`config.mk`:
```
export PLATFORM = sky130hd
export DESIGN_NAME = axi_lite_stream_master
export DESIGN_NICKNAME = d
export VERILOG_FILES = /design/src/rtl/axi_lite_stream_master.sv
export SDC_FILE = /design/constraint.sdc
export NUM_CORES = 1
export LEC_CHECK = 0
export CORE_MARGIN = 1
export CORE_UTILIZATION = 41
export DETAILED_ROUTE_END_ITERATION = 8
export HOLD_SLACK_MARGIN = 0.05
export PLACE_DENSITY = 0.89
export SETUP_SLACK_MARGIN = 0.15
export SLEW_MARGIN = 20
export SYNTH_ARGS = -nofsm -noshare
export SYNTH_HDL_FRONTEND = slang
export SYNTH_SLANG_ARGS = --single-unit
```
`constraint.sdc`:
```
create_clock -name clk -period 2.55 [get_ports clk]
set_input_delay 0.255 -clock clk [delete_from_list [all_inputs] [get_ports clk]]
set_output_delay 0.255 -clock clk [all_outputs]
set_load 0.01 [all_outputs]
```
`src/rtl/axi_lite_stream_master.sv`:
```
// AXI4-Lite master fed by an ordered command stream, returning an ordered response stream.
// Optional watchdog: define AXIL_TIMEOUT_EN to build the sticky timeout counter.
module axi_lite_stream_master #(
    parameter int DATA_WD     = 32,
    parameter int ADDR_WD     = 32,
    parameter int STRB_WD     = DATA_WD / 8,
    parameter int MAX_OUTST   = 4,
    parameter int TIMEOUT_CYC = 1024
) (
    input  logic               clk,
    input  logic               rstn,

    input  logic               cmd_valid,
    output logic               cmd_ready,
    input  logic               cmd_rd,
    input  logic [ADDR_WD-1:0] cmd_addr,
    input  logic [DATA_WD-1:0] cmd_data,
    input  logic [STRB_WD-1:0] cmd_strb,

    output logic               rsp_valid,
    input  logic               rsp_ready,
    output logic               rsp_rd,
    output logic [DATA_WD-1:0] rsp_data,
    output logic [1:0]         rsp_resp,

    output logic               err,
    input  logic               err_clr,
    output logic               busy,
    output logic               timeout,

    output logic [ADDR_WD-1:0] awaddr,
    output logic [2:0]         awprot,
    output logic               awvalid,
    input  logic               awready,

    output logic [DATA_WD-1:0] wdata,
    output logic [STRB_WD-1:0] wstrb,
    output logic               wvalid,
    input  logic               wready,

    input  logic [1:0]         bresp,
    input  logic               bvalid,
    output logic               bready,

    output logic [ADDR_WD-1:0] araddr,
    output logic [2:0]         arprot,
    output logic               arvalid,
    input  logic               arready,

    input  logic [DATA_WD-1:0] rdata,
    input  logic [1:0]         rresp,
    input  logic               rvalid,
    output logic               rready
);

    localparam int                CNT_WD  = $clog2(MAX_OUTST + 1);
    localparam logic [CNT_WD-1:0] MAX_CNT = CNT_WD'(MAX_OUTST);

    logic [CNT_WD-1:0] outst;
    logic              dir;
    logic              cmd_fire;
    logic              b_fire;
    logic              r_fire;
    logic              rsp_fire;
    logic [1:0]        fire_resp;
    logic              slots_free;
    logic              cap_ok;
    logic              dir_ok;

    assign awprot = 3'b000;
    assign arprot = 3'b000;

    // Responses are only accepted when the response register can take them.
    assign bready = (!rsp_valid || rsp_ready) && !dir && (outst != '0);
    assign rready = (!rsp_valid || rsp_ready) &&  dir && (outst != '0);

    assign b_fire    = bvalid && bready;
    assign r_fire    = rvalid && rready;
    assign rsp_fire  = b_fire || r_fire;
    assign fire_resp = b_fire ? bresp : rresp;
    assign cmd_fire  = cmd_valid && cmd_ready;

    // NOTE: always_comb assigns every output on every path so no latch can be inferred.
    always_comb begin
        slots_free = cmd_rd ? (!arvalid || arready)
                            : ((!awvalid || awready) && (!wvalid || wready));
        // A response firing this cycle frees a slot for a command in the same cycle.
        cap_ok     = (outst < MAX_CNT) || rsp_fire;
        // Staying in one direction keeps responses in issue order without tags.
        dir_ok     = (outst == '0) || (cmd_rd == dir);
        cmd_ready  = cap_ok && dir_ok && slots_free;
    end

    assign busy = (outst != '0) || awvalid || wvalid || arvalid;

    // NOTE: sequential state uses non-blocking assignments so every flop samples pre-edge values.
    always_ff @(posedge clk or negedge rstn) begin
        if (!rstn) begin
            outst <= '0;
            dir   <= 1'b0;
        end else begin
            if (cmd_fire) begin
                dir <= cmd_rd;
            end
            case ({cmd_fire, rsp_fire})
                2'b10:   outst <= outst + CNT_WD'(1);
                2'b01:   outst <= outst - CNT_WD'(1);
                default: outst <= outst;
            endcase
        end
    end

    always_ff @(posedge clk or negedge rstn) begin
        if (!rstn) begin
            awaddr  <= '0;
            wdata   <= '0;
            wstrb   <= '0;
            awvalid <= 1'b0;
            wvalid  <= 1'b0;
        end else if (cmd_fire && !cmd_rd) begin
            awaddr  <= cmd_addr;
            wdata   <= cmd_data;
            wstrb   <= cmd_strb;
            awvalid <= 1'b1;
            wvalid  <= 1'b1;
        end else begin
            if (awready) begin
                awvalid <= 1'b0;
            end
            if (wready) begin
                wvalid <= 1'b0;
            end
        end
    end

    always_ff @(posedge clk or negedge rstn) begin
        if (!rstn) begin
            araddr  <= '0;
            arvalid <= 1'b0;
        end else if (cmd_fire && cmd_rd) begin
            araddr  <= cmd_addr;
            arvalid <= 1'b1;
        end else if (arready) begin
            arvalid <= 1'b0;
        end
    end

    always_ff @(posedge clk or negedge rstn) begin
        if (!rstn) begin
            rsp_valid <= 1'b0;
            rsp_rd    <= 1'b0;
            rsp_data  <= '0;
            rsp_resp  <= 2'b00;
        end else if (b_fire) begin
            rsp_valid <= 1'b1;
            rsp_rd    <= 1'b0;
            rsp_data  <= '0;
            rsp_resp  <= bresp;
        end else if (r_fire) begin
            rsp_valid <= 1'b1;
            rsp_rd    <= 1'b1;
            rsp_data  <= rdata;
            rsp_resp  <= rresp;
        end else if (rsp_ready) begin
            rsp_valid <= 1'b0;
        end
    end

    // Setting has priority over clearing so no error response is ever lost.
    always_ff @(posedge clk or negedge rstn) begin
        if (!rstn) begin
            err <= 1'b0;
        end else if (rsp_fire && (fire_resp != 2'b00)) begin
            err <= 1'b1;
        end else if (err_clr) begin
            err <= 1'b0;
        end
    end

`ifdef AXIL_TIMEOUT_EN
    localparam int                TMO_WD  = (TIMEOUT_CYC > 1) ? $clog2(TIMEOUT_CYC) : 1;
    localparam logic [TMO_WD-1:0] TMO_MAX = TMO_WD'(TIMEOUT_CYC - 1);

    logic [TMO_WD-1:0] tmo_cnt;
    logic [TMO_WD-1:0] tmo_nxt;
    logic              tmo_hit;

    always_comb begin
        tmo_nxt = tmo_cnt;
        if (rsp_fire || (outst == '0)) begin
            tmo_nxt = '0;
        end else if (tmo_cnt != TMO_MAX) begin
            tmo_nxt = tmo_cnt + TMO_WD'(1);
        end
        // Flag only on the transition to the limit so err_clr is not immediately undone.
        tmo_hit = (outst != '0) && !rsp_fire && (tmo_cnt != TMO_MAX) && (tmo_nxt == TMO_MAX);
    end

    always_ff @(posedge clk or negedge rstn) begin
        if (!rstn) begin
            tmo_cnt <= '0;
            timeout <= 1'b0;
        end else begin
            tmo_cnt <= tmo_nxt;
            if (tmo_hit) begin
                timeout <= 1'b1;
            end else if (err_clr) begin
                timeout <= 1'b0;
            end
        end
    end
`else
    localparam int unused_timeout_cyc = TIMEOUT_CYC;

    assign timeout = 1'b0;
`endif

endmodule

```
==> flow_metrics.tcl, run 1 <==
set metrics [dict create \
    switchingPower_mw 3.42 \
    crit_path_start_kind "flop" \
    reg2reg_setup_slack_ns 0.43 \
    p_per_area_nw_per_um2 1250 \
    syn_to_final_growth_pct 61.7 \
    drt_iter0_drc 150 \
    run_status "completed" \
    instances_no_fill 820 \
    seqPwrFrac_pct 35.2 \
    power_mw 11.3 \
    coreArea_um2 13200 \
    tightest_slew_ns 0.614 \
    final_max_slew_viol_count 0 \
    routed_wl_um 14500 \
    slew_headroom_pct 59.1 \
    antenna_cells 0 \
    hold_slack_ns 0.346 \
    drive_gt1_share_pct 18.0 \
    dr.pass1.iters 4 \
    rsz0062_at_grt "true" \
    cp_max_fo 3 \
    path_buf_inv 1 \
    nNetsFinal 748 \
    detail-route-antenna-nets 0 \
    routabilityCongestion 0.831 \
    antenna_found_initial 0 \
    synth_seq_area_share_pct 64.7 \
    place_hpwl_um 10500 \
    crit_required_ns 2.30 \
    min_period_ns 2.37 \
    synth_area_um2 5570 \
    leakagePower_nw 3.89 \
    p_sw_share_pct 30.3 \
    setup_ws_ns 0.180 \
    crit_type "flop to output pin" \
    clock_latency_ns 0.41 \
    ios 266 \
    tns_ns 0 \
    via_per_inst 4.93 \
    rr_worst_depth 9 \
    ys_types 35 \
    critPathArrivalTime_ns 2.11 \
    setup_viol 0 \
    clk_pin_slew_worst_paths_ns 0.06 \
    p_comb_share_pct 42.9 \
    r2r-end "outst[2]$_DFFE_PN0P_" \
    die_h_um 119 \
    port_buffers 258 \
    fin_worst_skew_ns 0.0120 \
    cp_slowest_cell "clkdlybuf4s50_1" \
    critical_path.cell_chain "or3_4 > a32oi_2 > and2_1 > clkdlybuf4s50_1" \
    place_inst 786 \
    hold_class "input port to async pin" \
    setup.worst_path.end_class "output pin" \
    cts_tree "done" \
    period_share_pct 92.9 \
    start_util_pct 42.0 \
    cts_buffers 17 \
    grt_max_degree 73 \
    die_w_um 119 \
    drc 0 \
    startpoint "outst[1]$_DFFE_PN0P_" \
    avgSynthCellArea_um2 15.3 \
    yosys_warnings 0 \
    vias 4045 \
    max_stage_delay_ns 0.53 \
    syn_inst 364 \
    die_area_um2 14000 \
    grt_pass1_vias 4427 \
    grtUsageTotal_pct 21.3 \
    ys_ff_latch 144 \
    final-hold-violation-count 0 \
    ctsRootBufferMaster "clkbuf_16" \
    overflow 0 \
    r2r_start "dir$_DFFE_PN0P_" \
    critical-path-top-delay-family "simple AND/OR/NAND/NOR gates" \
    maxCapViolCount 0 \
    irDropWorstVdd_mv 0.870 \
    htree_levels 4 \
    clock_power_share_pct 21.9 \
    grt_pass1_wl_um 23000 \
    wl_per_cell_um 17.7 \
    p_int_mw 7.86 \
    cts_buffer_depth 2 \
    place_ws_ns 0.161 \
    clock_sinks 144 \
    clock.fmax_mhz 422 \
    rows 42 \
]
worst max path at each step:
stage,slack (ns),to,depth (start not counted)
finish,0.18,cmd_ready,4
global route,0.09,rready,5
CTS,0.15,cmd_ready,4
detailed placement,0.16,rsp_data[0]$_DFFE_PN0P_,5
global placement,0.18,outst[2]$_DFFE_PN0P_,10
floorplan,0.17,outst[2]$_DFFE_PN0P_,11
power groups by stage:
stage                     clock [mW]  combinational (mW)  sequential (mW)
after floorplan                    0                1.56             4.40
after global placement             0                4.71             3.91
after detailed placement           0                4.84             4.00
after CTS                       2.53                4.91             3.97
after global routing            2.63                5.15             4.09
final                           2.47                4.85             3.97
final cells by class:
type,instances,area (um2)
clock buffers,18,429
clock inverters,14,165
fillers,897,4240
inverters,10,37.5
multi-input cells,189,1820
flip-flops and latches,144,3600
well taps,176,220
repair buffers,269,2720
per-layer routing:
metal / up-vias / part of all wire, % / track usage, %
li1: 1822 / - / -
met1: 2022 / 38 / 23.7
met2: 195 / 53 / 36.7
met3: 6 / 9.2 / 9.36
met4: 0 / 0.55 / 6.49
met5: - / 0 / 0
cells in the mapped netlist:
master	n	share of area (%)
nand3_1	3	0.27
nor3_2	1	0.18
buf_2	7	0.63
xor2_1	2	0.31
nor3_1	1	0.090
a32oi_1	1	0.16
buf_4	7	0.94
xnor2_1	1	0.16
mux2_1	34	6.9
nand3b_1	2	0.27
mux2i_1	2	0.36
conb_1	1	0.067
o221ai_1	3	0.47
a21o_1	1	0.13
o21a_1	1	0.13
a22o_1	32	5.0
nor2_1	5	0.34
clkbuf_1	10	0.67
and3_1	1	0.11
dfrtp_1	144	65
or4_1	1	0.13
or3_1	2	0.22
buf_6	3	0.61
fa_1	1	0.36
inv_1	10	0.67
nand2b_1	5	0.56
nand4bb_1	2	0.40
o21ai_0	2	0.18
and2_1	2	0.22
o21ai_1	1	0.090
ha_1	1	0.22
nor4b_4	1	0.43
nor2b_1	1	0.11
nand2_1	7	0.47
mux2_2	66	13
state kept, by name, indices dropped and copies added, names as in the netlist, 2 cells and up:
name	cells
rsp_data	32
rsp_resp	2
wstrb	4
outst	3
awaddr	32
wdata	32
araddr	32
cells in the final DEF (no fill, tap or decap), types with 2 or more instances in the layout:
master,n
buf_4,6
nand2_1,7
a22o_1,32
xor2_1,2
mux2_1,34
nand3b_1,2
o21ai_0,2
clkinvlp_4,2
buf_12,4
bufinv_16,3
dfrtp_1,143
mux2_2,66
clkbuf_16,17
clkinv_4,3
nand3_1,3
clkdlybuf4s50_1,256
conb_1,7
clkinv_2,5
nor2_1,5
inv_1,10
o221ai_1,3
mux2i_1,2
nand2b_1,5
and2_1,2
logic make-up after synthesis:
logic type / Yosys count / share of synthesized area, %
flops: 144 / 64.7
mux: 102 / 20.6
compound gates: 41 / 6.20
buf+inv: 37 / 3.53
simple gates: 34 / 3.82
xor+xnor: 3 / 0.472
fa+ha+maj: 2 / 0.584
other cells: 1 / 0.0674
metrics by stage:
step | instance area [um2] | utilization, %
after floorplan | 5590 | -
after global placement | 8370 | 63.2
after detailed placement | 8370 | 63.2
after CTS | 8990 | 67.9
after global routing | 9000 | 68.0
final | 9000 | 68.0
timing repair:
| action | 4_1_cts | 5_1_grt |
|---|---|---|
| hold buffers | 1 | 0 |
| gates resized for setup | 2 | 3 |
| endpoints found under the setup margin | 2 | 3 |
| endpoints found under the hold margin | 47 | 0 |
| buffers inserted | 1 | 0 |
| pin swaps | 1 | 0 |
Note: power is estimated with default switching activity, not from simulation.
==> run 2, diff against run 1 <==
CORE_UTILIZATION = 44   (was 41)
GPL_ROUTABILITY_DRIVEN = 0   (was unset)
HOLD_SLACK_MARGIN = 0.15   (was 0.05)
PLACE_DENSITY = 0.94   (was 0.89)
clock period = 2.9 ns   (was 2.55 ns; I/O delays follow)
==> flow_metrics.tcl, run 2 (synthesis results as in run 1) <==
set metrics [dict create \
    wl_met3_um 1100 \
    r2r_start "dir$_DFFE_PN0P_" \
    place_inst 774 \
    antenna_found_initial 0 \
    p_int_mw 7.00 \
    crit_type "flop to output pin" \
    cts_tree "done" \
    clk_pin_slew_worst_paths_ns 0.06 \
    wl_per_cell_um 18.8 \
    hold_slack_ns 0.478 \
    syn_to_final_growth_pct 60.5 \
    hold_buffers 1 \
    place_hpwl_um 11100 \
    drc 0 \
    postLayoutCellArea_um2 8930 \
    drt_iter0_drc 224 \
    slew_headroom_pct 51.6 \
    die_area_um2 13100 \
    leakagePower_nw 3.86 \
    grt_pass1_wl_um 23400 \
    rows 40 \
    nNetsFinal 743 \
    min_period_ns 2.48 \
    place_area_um2 8300 \
    die_h_um 114 \
    setup_viol 0 \
    startpoint "outst[2]$_DFFE_PN0P_" \
    via_per_inst 5.05 \
    grt_pass1_vias 4506 \
    crit_required_ns 2.61 \
    irDropWorstVdd_mv 0.689 \
    clock.fmax_mhz 403 \
    detail-route-antenna-nets 0 \
    port_buffers 258 \
    hold_class "input port to async pin" \
    ff_latch_area_um2 3600 \
    routed_wl_um 15100 \
    tightest_slew_ns 0.726 \
    antenna_cells 0 \
    seqPwrFrac_pct 34.9 \
    dr.pass1.iters 4 \
    p_sw_share_pct 30.3 \
    clock_sinks 144 \
    instances_no_fill 806 \
    clock_latency_ns 0.41 \
    p_per_area_nw_per_um2 1120 \
    drive_gt1_share_pct 16.5 \
    fillCellCount 766 \
    final_cell_mix "clkdlybuf4s50_1 (257), dfrtp_1 (144), mux2_2 (66), mux2_1 (34), a22o_1 (32)" \
    wl_met1_um 5310 \
    mostFrequentLayoutCell "clkdlybuf4s50_1" \
    rsz0062_at_grt "false" \
    overflow 0 \
    vias 4070 \
    grtUsageTotal_pct 24.0 \
    switchingPower_mw 3.04 \
    maxCapViolCount 0 \
    final_max_slew_viol_count 0 \
    start_util_pct 45.8 \
    run_status "completed" \
    tns_ns 0 \
    ios 266 \
    p_comb_share_pct 42.3 \
    cp_max_fo 4 \
    cts_buffers 17 \
    coreArea_um2 12200 \
    clock_power_share_pct 22.7 \
    grt_max_degree 80 \
    cts.repair.resized 0 \
    top_layer "met4" \
    reg2reg_setup_slack_ns 0.53 \
    cts_buffer_depth 2 \
    final-hold-violation-count 0 \
    period_share_pct 85.5 \
    critPathArrivalTime_ns 2.19 \
    setup.worst_path.end_class "output pin" \
    crit_path_start_kind "flop" \
    ctsRootBufferMaster "clkbuf_16" \
    routed-wl-met2_um 8200 \
    multi_input_area_um2 1810 \
    htree_levels 4 \
    fin_worst_skew_ns 0.00813 \
    die_w_um 114 \
    post_cts_buffers 0 \
]
[run 2: cell types whose count changed in the layout (fill, tap and decap cells not counted), moves of 2 or more]
cell | before | now
buf_12 | 4 | 2
buf_4 | 6 | 3
clkbuf_8 | 0 | 2
clkinv_2 | 5 | 3
clkinv_4 | 3 | 0
[run 2: final cells by class]
cell class                 instances  share of cell area [%]
multi-input combinational        189                    20.2
clock inverter                    10                    1.78
sequential                       144                    40.3
timing repair buffer             264                    29.7
tap                              168                    2.35
clock buffer                      21                    5.15
inverter                          10                   0.420
[run 2: per-stage QoR]
stage               util, %  setup slack (ns)  total power [mW]
CTS                    73.4             0.406              10.1
floorplan                 -             0.521              5.24
global placement       68.3             0.500              7.55
global route           73.5             0.327              10.5
finish                 73.5             0.420              10.0
detailed placement     68.3             0.398              7.78
[run 2: worst paths after layout]
| kind | end | depth (start not counted) |
|---|---|---|
| max | cmd_ready | 4 |
| min | awaddr[27]$_DFFE_PN0P_ | 2 |
| max reg2reg | outst[2]$_DFFE_PN0P_ | 9 |
| min reg2reg | araddr[18]$_DFFE_PN0P_ | 1 |
| max in group asynchronous | rsp_data[10]$_DFFE_PN0P_ | 3 |
| min in group clk | rsp_data[8]$_DFFE_PN0P_ | 2 |
[run 2: critical path, stage by stage, from the launching register on]
cell	delay (ns)
dfrtp_1	0.43
or3_1	0.44
a32oi_1	0.22
and2_1	0.15
clkdlybuf4s50_1	0.54
[run 2: layer usage]
layer	up-vias	track usage, %
li1	1807	-
met1	2038	24.9
met2	184	43.0
met3	41	7.20
met4	0	13.8
met5	-	0
[run 2: power groups by stage]
stage                     sequential [mW]  combinational, mW  clock, mW
after floorplan                      3.86               1.37          0
final                                3.51               4.25       2.28
after detailed placement             3.53               4.26          0
after CTS                            3.51               4.30       2.32
after global routing                 3.62               4.52       2.39
after global placement               3.45               4.10          0
==> RTL edit 1, RTL diff (settings of run 2) <==
`ADDR_WD`: 32 -> 16.
--- a/src/rtl/axi_lite_stream_master.sv
+++ b/src/rtl/axi_lite_stream_master.sv
@@ -3,5 +3,5 @@
 module axi_lite_stream_master #(
     parameter int DATA_WD     = 32,
-    parameter int ADDR_WD     = 32,
+    parameter int ADDR_WD     = 16,
     parameter int STRB_WD     = DATA_WD / 8,
     parameter int MAX_OUTST   = 4,
Interface: changed (resized araddr, awaddr and cmd_addr); port bits go from 266 to 218. No check against the original RTL was run, so the function may have changed too.
==> RTL edit 1 against run 2 <==
Synthesized cell count decreased by 19%. Power decreased by 29%. Sequential cell count decreased by 32. Sequential share of layout area increased by 0.35 points. Area after synthesis decreased by 21%. Worst setup slack got worse by 0.0049 ns. Design area decreased by 23%. Routed wire length decreased by 26%. Hold slack improved by 0.026 ns. Combinational power decreased by 21%. Critical path type unchanged. Largest cell class unchanged.
==> RTL edit 1: results (changes against run 2) <==
[status]
status=complete, no violations

[routing]
wl_met2_um=5752  ; -30%
wl_met3_um=982  ; -10%
wirelength_um=11240  ; -26%
routed_via_density=5.047  ; about the same
wl_met1_um=4276  ; -19%

[cts]
clock_latency_ns=0.37  ; -0.04 ns
clk_pin_slew_ns=0.09  ; +0.03 ns
cts_max_level=3  ; -1
cts_buffers=9  ; -8

[worst_hold_path]
hold_class=flop to flop

[global_route]
met2_usage=0.3789  ; -0.05096
grt_max_degree=73  ; -8.8%
use_met1=0.2365  ; -0.01213
grt_pass1_wl_um=16730  ; -29%
grt_usage=0.2139  ; -0.02586
grt_pass1_vias=3308  ; -27%

[synthesis]
yosys.area_share.adder=0.007376  ; +0.001532
synth_compound_area_frac=0.07830  ; +0.01626
synth_seq_area_share=0.6355  ; -0.01188
yosys-top-cells-area=dfrtp_1, mux2_2, a22o_1
synthMuxAreaShare=0.1858  ; -0.02007
synthTopCellsByCount=dfrtp_1, mux2_2, a22o_1
ys_types=37  ; +5.7%

[pwr]
pwr-share-seq=0.378  ; +0.029
peakVddDrop_mv=0.5250  ; -24%
p_clk_mw=1.07  ; -53%
intPower_mw=4.896  ; -30%

[placed_design]
portBuffers=210  ; -19%
hpwl_um=8248  ; -26%

[floorplan]
core_area_sq_mm=0.009729  ; -20%

[timing]
finClkSkew_ns=0.01062  ; +0.002487 ns
holdWs_ns=0.5037  ; +0.02591 ns

[setup_path]
reg2reg_slack_ns=0.70  ; +0.17 ns

[cells_and_area]
layout.nets=607  ; -18%

-- RTL edit 1: cell types whose count changed after synthesis, sizes merged --
| cell | run 2 | this run |
|---|---|---|
| clkbuf | 10 | 7 |
| mux2 | 100 | 68 |
| buf | 17 | 16 |
| dfrtp | 144 | 112 |
-- RTL edit 1: cells by family (layout without fill, tap and decap cells) --
family                     Yosys count  after routing
muxes                               70             70
DFF                                112            112
and+or+nand+nor                     34             34
AOI/OAI and AO/OA                   41             41
xor gates and xnor gates             3              3
adders and majority gates            2              2
buffers and inverters               33            242
other                                1              7
-- RTL edit 1: area by class of cell --
type / count / area, sq um / area share
Multi-Input combinational cell: 157 / 1483 / 0.2152
Tap cell: 133 / 166.4 / 0.02416
Inverter: 10 / 37.54 / 0.005449
Clock buffer: 12 / 165.2 / 0.02397
Sequential cell: 112 / 2803 / 0.4068
Clock inverter: 4 / 75.07 / 0.01090
Timing Repair Buffer: 216 / 2160 / 0.3135
-- RTL edit 1: metrics by stage --
step                      setup slack, ns  std cells    util
after global routing               0.2776        644  0.7081
after floorplan                    0.5208        302       -
final                              0.4149        644  0.7081
after detailed placement           0.4277        627  0.6822
after CTS                          0.3701        644  0.7079
after global placement             0.5092        627  0.6822
-- RTL edit 1: worst max-delay path by stage --
stage	start	end	slack [ns]	depth (start not counted)
after detailed placement	rsp_ready	outst[2]$_DFFE_PN0P_	0.43	10
after global routing	outst[2]$_DFFE_PN0P_	cmd_ready	0.28	4
after CTS	outst[2]$_DFFE_PN0P_	cmd_ready	0.37	4
after global placement	rsp_ready	outst[2]$_DFFE_PN0P_	0.51	10
after floorplan	rsp_valid$_DFFE_PN0P_	outst[2]$_DFFE_PN0P_	0.52	11
final	outst[2]$_DFFE_PN0P_	cmd_ready	0.41	4
==> RTL edit 2, RTL diff (config.mk and constraints of run 2) <==
Made on the original files. Put one more register stage on the output `err`, with the module's reset. The value now appears one clock later. The other outputs are not delayed to match.
--- a/src/rtl/axi_lite_stream_master.sv
+++ b/src/rtl/axi_lite_stream_master.sv
@@ -56,4 +56,6 @@
     localparam int                CNT_WD  = $clog2(MAX_OUTST + 1);
     localparam logic [CNT_WD-1:0] MAX_CNT = CNT_WD'(MAX_OUTST);
+
+    logic err_s0;
 
     logic [CNT_WD-1:0] outst;
@@ -170,9 +172,9 @@
     always_ff @(posedge clk or negedge rstn) begin
         if (!rstn) begin
-            err <= 1'b0;
+            err_s0 <= 1'b0;
         end else if (rsp_fire && (fire_resp != 2'b00)) begin
-            err <= 1'b1;
+            err_s0 <= 1'b1;
         end else if (err_clr) begin
-            err <= 1'b0;
+            err_s0 <= 1'b0;
         end
     end
@@ -216,4 +218,12 @@
 `endif
 
+    always_ff @(posedge clk or negedge rstn) begin
+        if (!rstn) begin
+            err <= '0;
+        end else begin
+            err <= err_s0;
+        end
+    end
+
 endmodule
 
Function: changed (a bounded check fails within 4 cycles, from zero or initial values and one cycle with rstn low).
==> RTL edit 2 against run 2 <==
Combinational power hardly changed. Critical endpoint unchanged. Highest routed layer unchanged. Critical path depth stayed put. Die area is 0.44% higher. Largest cell class unchanged. Power is 1.9% higher. Design area is 1.2% higher. Count of clock-buffer cells in the layout is 1 higher. Routed wire length is 1.1% lower. Area after synthesis is 0.45% higher. Critical path type unchanged. Sequential cell count is 1 higher. Worst setup slack worse by 0.085 ns.
==> RTL edit 2: results (changes against run 2) <==
[routing]
drtIter0Drc=189  ; -16%
drt_first_pass_iters=5  ; +1
vias=4063  ; -0.17%
wirelength_um=14970  ; -1.1%

[synthesis]
ys_types=35  ; unchanged
synthTopCellsByCount=dfrtp_1, mux2_2, mux2_1
async_flop_share=1.000  ; unchanged
yosys_warnings=0  ; unchanged
synth_seq_area_share=0.6489  ; +0.001578
yosys-top-cells-area=dfrtp_1, mux2_2, mux2_1

[global_route]
grtUsageMet3=0.08013  ; +0.008131
grt_pass1_vias=4414  ; -2.0%
grt_usage=0.2334  ; -0.006330
met2_usage=0.4307  ; +0.0008081
use_met1=0.2377  ; -0.01100
grt_pass1_wl_um=22800  ; -2.6%

[cts]
cts_max_level=4  ; unchanged
post_cts_resized=0  ; unchanged
cts_buffers=17  ; unchanged
postCtsSetupBuffers=0  ; unchanged
clock_latency_ns=0.41  ; about the same

[placed_design]
hpwl_um=10490  ; -5.7%
portBuffers=258  ; unchanged

[setup_path]
crit_start=outst[2]$_DFFE_PN0P_
critPathArrivalTime_ns=2.28  ; +0.09 ns
crit_slowest_cell=clkdlybuf4s50_1
reg2reg_slack_ns=0.60  ; +0.07 ns
crit_path_end=cmd_ready
reg2reg_depth=9  ; unchanged
r2r_start=dir$_DFFE_PN0P_
reg2reg_to=outst[2]$_DFFE_PN0P_

[cells_and_area]
drive_gt1_frac=0.1654  ; +0.0007898
fillerInstances=793  ; +3.5%
antenna_cells=0  ; unchanged
layout.nets=745  ; +0.27%

[status]
status=complete, no violations

[timing]
relSlewSlack=0.5088  ; -0.006988
finClkSkew_ns=0.005769  ; -0.002362 ns

[worst_hold_path]
hold_class=flop to flop

[pwr]
peakVddDrop_mv=0.7079  ; +2.7%
power.leakage_nw=3.908  ; +1.3%

## RTL edit 2: layout make-up
type                    count  area share
flip-flops and latches    145      0.4013
repair buffers            265      0.2974
multi-input cells         189      0.1998
clock buffers              22     0.05134
well taps                 168     0.02325
clock inverters            10     0.02270
inverters                  10    0.004152
## RTL edit 2: stage by stage
step	setup WS, ns	cell area [sq um]	instances	util	hold slack, ns
after floorplan	0.5209	5614	371	-	-0.005591
after global placement	0.4832	8361	776	0.6846	0.3636
after detailed placement	0.3960	8361	776	0.6846	0.3793
after CTS	0.3329	9040	809	0.7403	0.4072
after global routing	0.2523	9041	809	0.7404	0.4105
final	0.3347	9041	809	0.7404	0.4050
## RTL edit 2: power by group
part	internal (mW)	switching [mW]	total (mW)
combinational	2.58	1.67	4.25
clock	1.66	0.794	2.45
sequential	2.98	0.551	3.53
## RTL edit 2: cells by family (layout without fill, tap and decap cells)
| logic type | Yosys count | count (layout) | share of synthesized area |
|---|---|---|---|
| flops | 145 | 145 | 0.6489 |
| mux | 102 | 102 | 0.2050 |
| compound gates | 41 | 41 | 0.06176 |
| buf+inv | 37 | 307 | 0.03513 |
| simple gates | 34 | 34 | 0.03804 |
| xor+xnor | 3 | 3 | 0.004700 |
| fa+ha+maj | 2 | 2 | 0.005818 |
| other cells | 1 | 7 | 0.0006706 |
## RTL edit 2: how the worst min path moves through the flow
| stage | endpoint | slack, ns | depth (start not counted) | startpoint |
|---|---|---|---|---|
| 2_1_floorplan | araddr[0]$_DFFE_PN0P_ | -0.006 | 0 | rstn |
| 3_3_place_gp | wstrb[1]$_DFFE_PN0P_ | 0.36 | 1 | rstn |
| 3_5_place_dp | awaddr[27]$_DFFE_PN0P_ | 0.38 | 1 | rstn |
| 4_1_cts | err$_DFF_PN0_ | 0.41 | 0 | err_s0$_DFFE_PN0P_ |
| 5_1_grt | err$_DFF_PN0_ | 0.41 | 0 | err_s0$_DFFE_PN0P_ |
| 6_report | err$_DFF_PN0_ | 0.40 | 0 | err_s0$_DFFE_PN0P_ |
## RTL edit 2: per-layer routing
| metal | vias to the layer above | routed length, um |
|---|---|---|
| li1 | 1810 | - |
| met4 | 0 | 364 |
| met3 | 31 | 1197 |
| met2 | 184 | 8313 |
| met5 | - | 0 |
| met1 | 2038 | 5093 |
## RTL edit 2: critical path: cells and delay by family, from the launching register on
kind                   cells  cell delay, ns
AND/OR/NAND/NOR            2            0.62
buffers and inverters      1            0.54
flip-flops                 1            0.43
AO/OA/AOI/OAI              1            0.27
